<file path="src/rtl/aes_round_ctrl_if.sv">
// rtl/aes_round_ctrl_if.sv - handshake and counter signals between the AES round sequencer and its environment
interface aes_round_ctrl_if #(
  parameter int RND_BITS = 4
);
  logic                start;
  logic                abort;
  logic                key_ready;
  logic [RND_BITS-1:0] cnt_val;
  logic                cnt_roll;
  logic                cnt_clear;
  logic                cnt_en;
  logic                load_state;
  logic                round_en;
  logic                skip_mix;
  logic                busy;
  logic                out_valid;
  logic                out_ready;

  modport slave (
    input  start, abort, key_ready, cnt_val, cnt_roll, out_ready,
    output cnt_clear, cnt_en, load_state, round_en, skip_mix, busy, out_valid
  );

  modport master (
    output start, abort, key_ready, cnt_val, cnt_roll, out_ready,
    input  cnt_clear, cnt_en, load_state, round_en, skip_mix, busy, out_valid
  );
endinterface

</file>
<file path="src/rtl/aes_round_ctrl.sv">
// rtl/aes_round_ctrl.sv - AES-128 round sequencer driving the round counter and state register strobes
module aes_round_ctrl #(
  parameter int NUM_ROUNDS = 10,
  parameter int RND_BITS   = 4,
  parameter int ROUND_LAT  = 1
) (
  input logic clk,
  input logic n_rst,
  aes_round_ctrl_if.slave bus
);
  localparam int WAIT_BITS = (ROUND_LAT > 2) ? $clog2(ROUND_LAT) : 1;

  typedef enum logic [2:0] {IDLE, LOAD, ROUND, WAIT, OUT} state_t;

  state_t               state, state_nxt;
  logic [WAIT_BITS-1:0] wait_cnt, wait_nxt;
  logic                 last_rnd, last_nxt;

  always_ff @(posedge clk or negedge n_rst) begin
    if (!n_rst) begin
      state    <= IDLE;
      wait_cnt <= '0;
      last_rnd <= 1'b0;
    end else begin
      state    <= state_nxt;
      wait_cnt <= wait_nxt;
      last_rnd <= last_nxt;
    end
  end

  always_comb begin
    state_nxt      = state;
    wait_nxt       = wait_cnt;
    last_nxt       = last_rnd;
    bus.cnt_clear  = 1'b0;
    bus.cnt_en     = 1'b0;
    bus.load_state = 1'b0;
    bus.round_en   = 1'b0;
    bus.skip_mix   = 1'b0;
    bus.out_valid  = (state == OUT);
    bus.busy       = (state == LOAD) || (state == ROUND) || (state == WAIT);

    if (bus.abort) begin
      state_nxt     = IDLE;
      bus.cnt_clear = 1'b1;
      wait_nxt      = '0;
      last_nxt      = 1'b0;
    end else begin
      case (state)
        IDLE: begin
          bus.cnt_clear = 1'b1;
          if (bus.start) state_nxt = LOAD;
        end
        // cnt_roll is deliberately not consulted here: a mis-cleared counter must not end the block early
        LOAD: begin
          if (bus.key_ready) begin
            bus.load_state = 1'b1;
            bus.cnt_en     = 1'b1;
            last_nxt       = 1'b0;
            state_nxt      = ROUND;
          end
        end
        ROUND: begin
          if (bus.key_ready) begin
            bus.round_en = 1'b1;
            bus.skip_mix = bus.cnt_roll;
            bus.cnt_en   = !bus.cnt_roll;
            last_nxt     = bus.cnt_roll;
            if (ROUND_LAT > 1) begin
              state_nxt = WAIT;
              wait_nxt  = WAIT_BITS'(ROUND_LAT - 2);
            end else begin
              state_nxt = bus.cnt_roll ? OUT : ROUND;
            end
          end
        end
        WAIT: begin
          if (wait_cnt == '0) begin
            state_nxt = last_rnd ? OUT : ROUND;
          end else begin
            wait_nxt = wait_cnt - 1'b1;
          end
        end
        OUT: begin
          if (bus.out_ready) begin
            bus.cnt_clear = 1'b1;
            state_nxt     = bus.start ? LOAD : IDLE;
          end
        end
        default: state_nxt = IDLE;
      endcase
    end
  end
endmodule

</file>
<file path="src/flat_wrapper.sv">
// flat-port wrapper written by rule: the top's interface ports become plain ports
module aes_round_ctrl_flat 
#(
  parameter int NUM_ROUNDS = 10,
  parameter int RND_BITS   = 4,
  parameter int ROUND_LAT  = 1
)
  (clk, n_rst, bus_start, bus_abort, bus_key_ready, bus_cnt_val, bus_cnt_roll, bus_out_ready, bus_cnt_clear, bus_cnt_en, bus_load_state, bus_round_en, bus_skip_mix, bus_busy, bus_out_valid);
  aes_round_ctrl_if #(.RND_BITS(RND_BITS)) bus_i ();
  input logic clk;
  input logic n_rst;
  input wire logic [$bits(bus_i.start)-1:0] bus_start;
  input wire logic [$bits(bus_i.abort)-1:0] bus_abort;
  input wire logic [$bits(bus_i.key_ready)-1:0] bus_key_ready;
  input wire logic [$bits(bus_i.cnt_val)-1:0] bus_cnt_val;
  input wire logic [$bits(bus_i.cnt_roll)-1:0] bus_cnt_roll;
  input wire logic [$bits(bus_i.out_ready)-1:0] bus_out_ready;
  output wire logic [$bits(bus_i.cnt_clear)-1:0] bus_cnt_clear;
  output wire logic [$bits(bus_i.cnt_en)-1:0] bus_cnt_en;
  output wire logic [$bits(bus_i.load_state)-1:0] bus_load_state;
  output wire logic [$bits(bus_i.round_en)-1:0] bus_round_en;
  output wire logic [$bits(bus_i.skip_mix)-1:0] bus_skip_mix;
  output wire logic [$bits(bus_i.busy)-1:0] bus_busy;
  output wire logic [$bits(bus_i.out_valid)-1:0] bus_out_valid;
  assign bus_i.start = bus_start;
  assign bus_i.abort = bus_abort;
  assign bus_i.key_ready = bus_key_ready;
  assign bus_i.cnt_val = bus_cnt_val;
  assign bus_i.cnt_roll = bus_cnt_roll;
  assign bus_i.out_ready = bus_out_ready;
  assign bus_cnt_clear = bus_i.cnt_clear;
  assign bus_cnt_en = bus_i.cnt_en;
  assign bus_load_state = bus_i.load_state;
  assign bus_round_en = bus_i.round_en;
  assign bus_skip_mix = bus_i.skip_mix;
  assign bus_busy = bus_i.busy;
  assign bus_out_valid = bus_i.out_valid;
  aes_round_ctrl #(.NUM_ROUNDS(NUM_ROUNDS), .RND_BITS(RND_BITS), .ROUND_LAT(ROUND_LAT)) u_core (.clk(clk), .n_rst(n_rst), .bus(bus_i));
endmodule
</file>
<file path="config.mk">
export PLATFORM = sky130hd
export DESIGN_NAME = aes_round_ctrl_flat
export DESIGN_NICKNAME = d
export VERILOG_FILES = /design/src/rtl/aes_round_ctrl_if.sv /design/src/rtl/aes_round_ctrl.sv /design/src/flat_wrapper.sv
export SDC_FILE = /design/constraint.sdc
export NUM_CORES = 1
export LEC_CHECK = 0
export BUFFER_PORTS_ARGS = -buffer_cell sky130_fd_sc_hd__buf_4
export CAP_MARGIN = 20
export CELL_PAD_IN_SITES_DETAIL_PLACEMENT = 1
export CELL_PAD_IN_SITES_GLOBAL_PLACEMENT = 1
export CORE_AREA = 3 3 40 42
export DETAILED_ROUTE_END_ITERATION = 8
export DIE_AREA = 0 0 43 45
export PLACE_DENSITY_LB_ADDON = 0.1
export SLEW_MARGIN = 10
export SYNTH_ARGS = -nofsm -noshare
export SYNTH_HDL_FRONTEND = slang
export SYNTH_SLANG_ARGS = --single-unit
export TNS_END_PERCENT = 50
</file>
<file path="constraint.sdc">
create_clock -name clk -period 1.1 [get_ports clk]
set_input_delay 0.11 -clock clk [delete_from_list [all_inputs] [get_ports clk]]
set_output_delay 0.11 -clock clk [all_outputs]
set_load 0.1 [all_outputs]
</file>
Word-level counts from Yosys, hierarchy flattened

Index checks and enable logic that the tools add are counted.

Add/sub/neg operators: 1
$mul: 0
Div/mod/pow operators: 0
Magnitude comparators: 0
Equal/unequal tests: 9
Shift-type cells: 0
Multiplexer cells: 31
Bitwise gates (word level): 0
Reductions and logical operators: 8

Operators by type and width:

| kind                  | count |
|---|---|
| $mux W3               | 8 |
| $mux W1               | 19 |
| $ne A3 B3 Y1 const B  | 5 |
| $pmux W3 S5           | 1 |
| $eq A3 B2 Y1 const B  | 2 |
| $pmux W1 S2           | 3 |
| $reduce_and A5 Y1     | 1 |
| $eq A3 B1 Y1 const B  | 1 |
| $eq A3 B3 Y1 const B  | 1 |
| $logic_not A3 Y1      | 1 |
| $reduce_and A3 Y1     | 1 |
| $reduce_bool A3 Y1    | 1 |
| $logic_or A1 B1 Y1    | 2 |
| $reduce_bool A2 Y1    | 1 |
| $logic_not A1 Y1      | 1 |
| $sub A1 B1 Y1 const B | 1 |

Bits in registers: 5
Latch bits: 0
RAM bits: 0
Bits in read-only memories: 0
Input bits: 11
Output and inout bits: 7
Word-level logic and storage cells: 52
Memories kept: 0

Depth between registers and ports, before layout

Gate-level depths: netlist of the first run.

Depth after elaboration: 4
Depth in mapped cells: 4
Depth with buffers taken out: 3

Least setup slack after synthesis of the first run

No wires, ideal clock.

Kind: register to output
From: register u_core.state[0]
To: output bus_skip_mix
Arrival time: 2.307 ns
Data required time: 0.990 ns
Setup slack: -1.317 ns
Stages on the path, launching flop included: 5
Path buffers: 1
Cells stage by stage: dfrtp_1 -> buf_2 -> nor2b_2 -> and3_1 -> and2_1

Longest elaborated chain between the ends: 3

RTL lines:

| element                | line                 | text |
|---|---|---|
| from (decl)            | aes_round_ctrl.sv:15 | `state_t state, state_nxt;` |
| from (signal assigned) | aes_round_ctrl.sv:25 | `state <= state_nxt;` |
| $eq A3 B2 Y1           | aes_round_ctrl.sv:49 | `case (state)` |
| $mux W1                | aes_round_ctrl.sv:49 |  |
| $mux W1                | aes_round_ctrl.sv:43 | `if (bus.abort) begin` |
| to (decl)              | flat_wrapper.sv:22   | `output wire logic [$bits(bus_i.skip_mix)-1:0] bus_skip_mix;` |

Every way passes these cells.

Worst setup path in the final report of the first run

Ends and elaborated chain as after synthesis.

==> run summary, run 1 <==
pwr/cell area: 941 nW/um^2
vias: 392
Final nets: 78
Core Area: 1280 um^2
Final HPWL DP: 803 um
Routed Antenna Nets: 0
Final Skew: 0.00210 ns
leakage power figure: 0.000287 uW
Worst setup EP type: output port
hold path startpoint: bus_abort
most frequent cells in the layout: buf_4, buf_12, nor2_2, nand2_1, clkbuf_4
die span in x: 43 um
GRT Resource Usage Total: 0.132
r2r setup slk: -0.18 ns
Setup WS pre-CTS: -0.245 ns
Avg Cell Area, Syn: 8.20 um^2
initial antenna violation count: 0
max-cap check violation count: 0
CTS tree: built
Worst EP arrival: 1.32 ns
HP Class: primary input to register
Reg-to-Reg End: u_core.state[2]$_DFFE_PN0P_
failing checks: setup timing
CP max-delay cell: dfrtp_2
max-slew violation count: 0
area share of the largest cell type after synthesis: 0.321
CTS HTree Levels: 1
Synthesized Nets: 49
Final Hold Violating Endpoints: 0
synthesized flop and latch total: 4
largest net degree at the start of global routing: 8
Tcrit/Tclk final: 1.30
vias in the first global route: 435
Buffers on Ports: 13
Setup TNS: -2.37 ns
root buffer selected by CTS: clkbuf_4
Cell Chain, Critical Path: nor2b_4 > and3_4 > and2_4 > buf_12
Tightest Pin Transition: 0.277 ns
DRC Markers: 0
Tot Pwr: 612 uW
Initial Util: 0.242
max incr delay on CP: 0.45 ns
WHS Endpoint: u_core.state[2]$_DFFE_PN0P_
global-route wire length before repair: 1920 um
drt first pass iters: 2
startpoint types: register
Yosys top cell by area: dfrtp_1
Routability Congestion: 0.711
CTS Sinks: 4
Reg-to-Reg Start: u_core.state[0]$_DFFE_PN0P_
commonest non-fill, non-tap cell in the layout: buf_4
cells on worst reg2reg path: 4
Synth Instances: 38
Vias/cell: 4.90
die height: 45 um
Worst Hold Path Cells: 3
WP data required: 0.99 ns
post-synthesis sequential area ratio: 0.321
drt first-iter violations: 5
max_slew headroom: 0.817
Routed Wire Length: 1100 um
worst skew pair latency: 0.24 ns
Area contributors post-synth: dfrtp_1, nor2_1, a31oi_1, and3_1, nand2b_1
VDD IR max: 391 uV
Max Freq: 701 MHz
area grow syn2layout: 109%
Max FO, Critical Path: 5
Longest Clk Path Bufs: 2
gr ovfl total: 0
Final Critical Period: 1.43 ns
IO Pins: 18
synthesized area: 312 um^2
Routed wire per std cell: 13.8 um
setup violators final: 10
Final Worst Setup Slack: -0.327 ns
total CTS buffers: 3
RSZ-0062 raised after global routing: true
share of layout cells above drive strength 1: 0.646
# diodes: 0
synth unique cells: 25
CTS clk-pin slew, worst paths: 0.04 ns
status: complete, but fails checks
crit path kind: register to output port
Synth Warn #: 0
row count: 13
die area: 1940 um^2
cell type report:
class,instances,area [um^2]
flip-flops and latches,4,103
multi-input cells,30,231
fillers,153,634
repair buffers,26,268
clock buffers,3,22.5
inverters,2,7.51
well taps,15,18.8
power breakdown:
part	internal [uW]	switching [uW]
clock network	122	64.3
registers	155	10.1
logic	112	149
registers in the layout, summed over array words and instances (netlist names):
signal	count
u_core.state	3
u_core.last_rnd	1
Yosys cell counts:
master and n:
dfrtp_1 4, nor2_1 4, nand2_1 3, a31oi_1 2, and3_1 2, inv_1 2
nand2b_1 2, nor2b_1 2, a211o_1 1, a21o_2 1, a21oi_1 1, a21oi_2 1
a22o_1 1, and2_1 1, and2_2 1, buf_2 1, buf_4 1, nand2b_2 1
nand3_1 1, nand4b_1 1, nor2b_2 1, nor3_1 1, nor3b_1 1, o31ai_1 1
o32a_1 1
worst max path at each step:
stage	endpoint	startpoint	cells past startpoint
floorplan	bus_skip_mix	u_core.state[0]$_DFFE_PN0P_	4
global placement	bus_skip_mix	u_core.state[0]$_DFFE_PN0P_	4
detailed placement	bus_skip_mix	u_core.state[1]$_DFFE_PN0P_	4
CTS	bus_skip_mix	u_core.state[0]$_DFFE_PN0P_	4
global route	bus_skip_mix	u_core.state[0]$_DFFE_PN0P_	4
finish	bus_skip_mix	u_core.state[0]$_DFFE_PN0P_	4
metal layers:
metal,track usage,share of wire,wire [um],vias to the layer above
met5,0,0,0,-
met4,0.0904,0.014,15,0
met1,0.161,0.40,443,192
met3,0.00797,0.038,42,2
met2,0.222,0.54,598,10
li1,-,-,-,188
critical path: cells and delay by family, from the launching register on:
family	cells	cell delay, ns
simple gates	3	0.46
flops	1	0.45
buf+inv	1	0.16
through the flow:
| step | util | hold slack (ns) | cells | instance area (um^2) |
|---|---|---|---|---|
| finish | 0.506 | 0.171 | 80 | 651 |
| global route | 0.506 | 0.178 | 80 | 651 |
| CTS | 0.500 | 0.172 | 79 | 643 |
| detailed placement | 0.392 | -0.0887 | 71 | 504 |
| global placement | 0.392 | -0.0915 | 71 | 504 |
| floorplan | - | -0.186 | 38 | 354 |
logic make-up (layout without fill, tap and decap cells):
family,after synthesis,in the layout,share of synthesized area
simple gates,21,21,0.390
compound gates,9,9,0.225
flops,4,4,0.321
buf+inv,4,31,0.0643
what timing repair did:
action | in CTS | in global routing
gates resized for setup | 21 | 0
endpoints found under the setup margin | 10 | 10
setup buffers | 4 | 1
hold buffers | 1 | 0
hold endpoints to repair | 4 | 0
(Power assumes the default switching activity.)
==> run 2, diff against run 1 <==
clock period = 1.8 ns   (was 1.1 ns; I/O delays follow)
==> run 2 against run 1 <==
Net effect: the flow now finishes without violations; global-route usage shrank 1.2 points; sequential share of layout area grew 5.8 points; clock-buffer cell count did not move; largest power group is now clock.
==> run summary, run 2 (synthesized netlist as in run 1, its figures left out) <==
total CTS buffers: 3 (unchanged)
HP Class: primary input to register
Worst EP arrival: 1.49 ns (+0.17 ns)
CTS tree: built
row count: 13 (unchanged)
most frequent cells in the layout: buf_4, nor2_1, dfrtp_1
Routed Wire Length: 981 um (-11%)
Worst setup EP type: output port
share of layout cells above drive strength 1: 0.444 (-0.202)
vias in the first global route: 362 (-17%)
CTS HTree Levels: 1 (unchanged)
die area: 1940 um^2 (unchanged)
max-slew violation count: 0 (unchanged)
Final Skew: 0.000651 ns (-0.00145 ns)
drt first-iter violations: 2 (-3)
wire length on met1: 422 um (-4.7%)
commonest non-fill, non-tap cell in the layout: buf_4
max_slew headroom: 0.800 (-0.0170)
CTS Sinks: 4 (unchanged)
Tcrit/Tclk final: 0.928
Tightest Pin Transition: 0.300 ns (+0.0232 ns)
WP data required: 1.62 ns (+0.63 ns)
largest net degree at the start of global routing: 11 (+3)
area grow syn2layout: 49.0%
Buffers on Ports: 13 (unchanged)
Initial Util: 0.242 (unchanged)
Hold WS: 0.154 ns (-0.0165 ns)
VDD IR max: 204 uV (-48%)
root buffer selected by CTS: clkbuf_4
# diodes: 0 (unchanged)
gr ovfl total: 0 (unchanged)
pwr/cell area: 696 nW/um^2 (-26%)
GRT Resource Usage Total: 0.119 (-0.0122)
CTS clk-pin slew, worst paths: 0.04 ns (about the same)
Final Hold Violating Endpoints: 0 (unchanged)
Final Critical Period: 1.67 ns
Routed wire per std cell: 14.2 um (+3.4%)
top flop regs: u_core.state x3, u_core.last_rnd x1
DR WL met2: 497 um (-17%)
Final HPWL DP: 754 um (-6.1%)
RSZ-0062 raised after global routing: false
crit path kind: register to output port
Routed Antenna Nets: 0 (unchanged)
max-cap check violation count: 0 (unchanged)
IO Pins: 18 (unchanged)
max FFs per register: 3 (unchanged)
drt first pass iters: 2 (unchanged)
largest reg by FF count: u_core.state
Max FO, Critical Path: 8 (+3)
vias: 342 (-13%)
worst skew pair latency: 0.24 ns (about the same)
Max Freq: 598 MHz
Longest Clk Path Bufs: 2 (unchanged)
Final nets: 67 (-14%)
setup violators final: 0 (-10)
Vias/cell: 4.96 (+1.2%)
Core Area: 1280 um^2 (unchanged)
die span in x: 43 um (unchanged)
metal3 WL: 45 um (+7.1%)
DRC Markers: 0 (unchanged)
global-route wire length before repair: 1700 um (-12%)
leakage power figure: 0.000213 uW (-26%)
Top Metal Used: met4
status: finished clean
Routability Congestion: 0.783 (+10%)
die height: 45 um (unchanged)
utilization after layout: 0.361 (-0.145)
initial antenna violation count: 0 (unchanged)
startpoint types: register
[run 2: cell count changes in the layout (fill, tap and decap cells not counted), moves of 2 or more]
cell     delta
buf_12      -5
and2_4      -2
and2_2      +2
dfrtp_2     -2
nor2_1      +4
nor2_2      -3
dfrtp_1     +2
buf_4       -6
[run 2: repair_timing]
item,4_1_cts,5_1_grt
hold endpoints to repair,4,0
resized for setup,0,1
hold buffers,1,0
setup buffers,0,0
endpoints found under the setup margin,0,1
[run 2: layout make-up]
type                            count  area (um^2)
Tap cell                           15         18.8
Clock buffer                        3         22.5
Multi-Input combinational cell     30          196
Timing Repair Buffer               15          119
Fill cell                         159          821
Sequential cell                     4          100
Inverter                            2         7.51
[run 2: path summary, 6_finish.rpt]
kind | from | endpoint | slack (ns) | cells after the start
max in group asynchronous | n_rst | u_core.state[2]$_DFFE_PN0P_ | 1.42 | 2
max reg2reg | u_core.state[2]$_DFFE_PN0P_ | u_core.state[2]$_DFFE_PN0P_ | 0.67 | 3
max | u_core.state[2]$_DFFE_PN0P_ | bus_skip_mix | 0.13 | 4
min reg2reg | u_core.state[1]$_DFFE_PN0P_ | u_core.state[0]$_DFFE_PN0P_ | 0.59 | 2
min | bus_abort | u_core.state[2]$_DFFE_PN0P_ | 0.15 | 2
min in group asynchronous | n_rst | u_core.state[0]$_DFFE_PN0P_ | 0.28 | 2
[run 2: per-layer routing]
metal	track usage	vias up
met4	0.0542	0
met5	0	-
met2	0.213	11
met3	0.0239	2
met1	0.138	164
li1	-	165
[run 2: per-stage QoR]
stage,std cells,worst slack (ns),setup TNS (ns),power [uW],instance area (um^2)
after floorplan,38,-0.435,-0.931,178,317
after global routing,69,0.0551,0,340,464
after CTS,69,0.0649,0,330,460
final,69,0.129,0,323,464
after detailed placement,65,0.338,0,210,428
after global placement,65,0.360,0,208,428
[run 2: power by group]
part	internal (uW)	switching (uW)	total [uW]
sequential	94.3	6.67	101
clock	74.7	37.9	113
combinational	33.3	76.1	109
total	202	121	323
[run 2: worst max-delay path, cell delays in order (launching register included)]
cell	delay, ns
dfrtp_1	0.47
nor2_1	0.21
and3_1	0.21
and2_2	0.15
buf_6	0.22
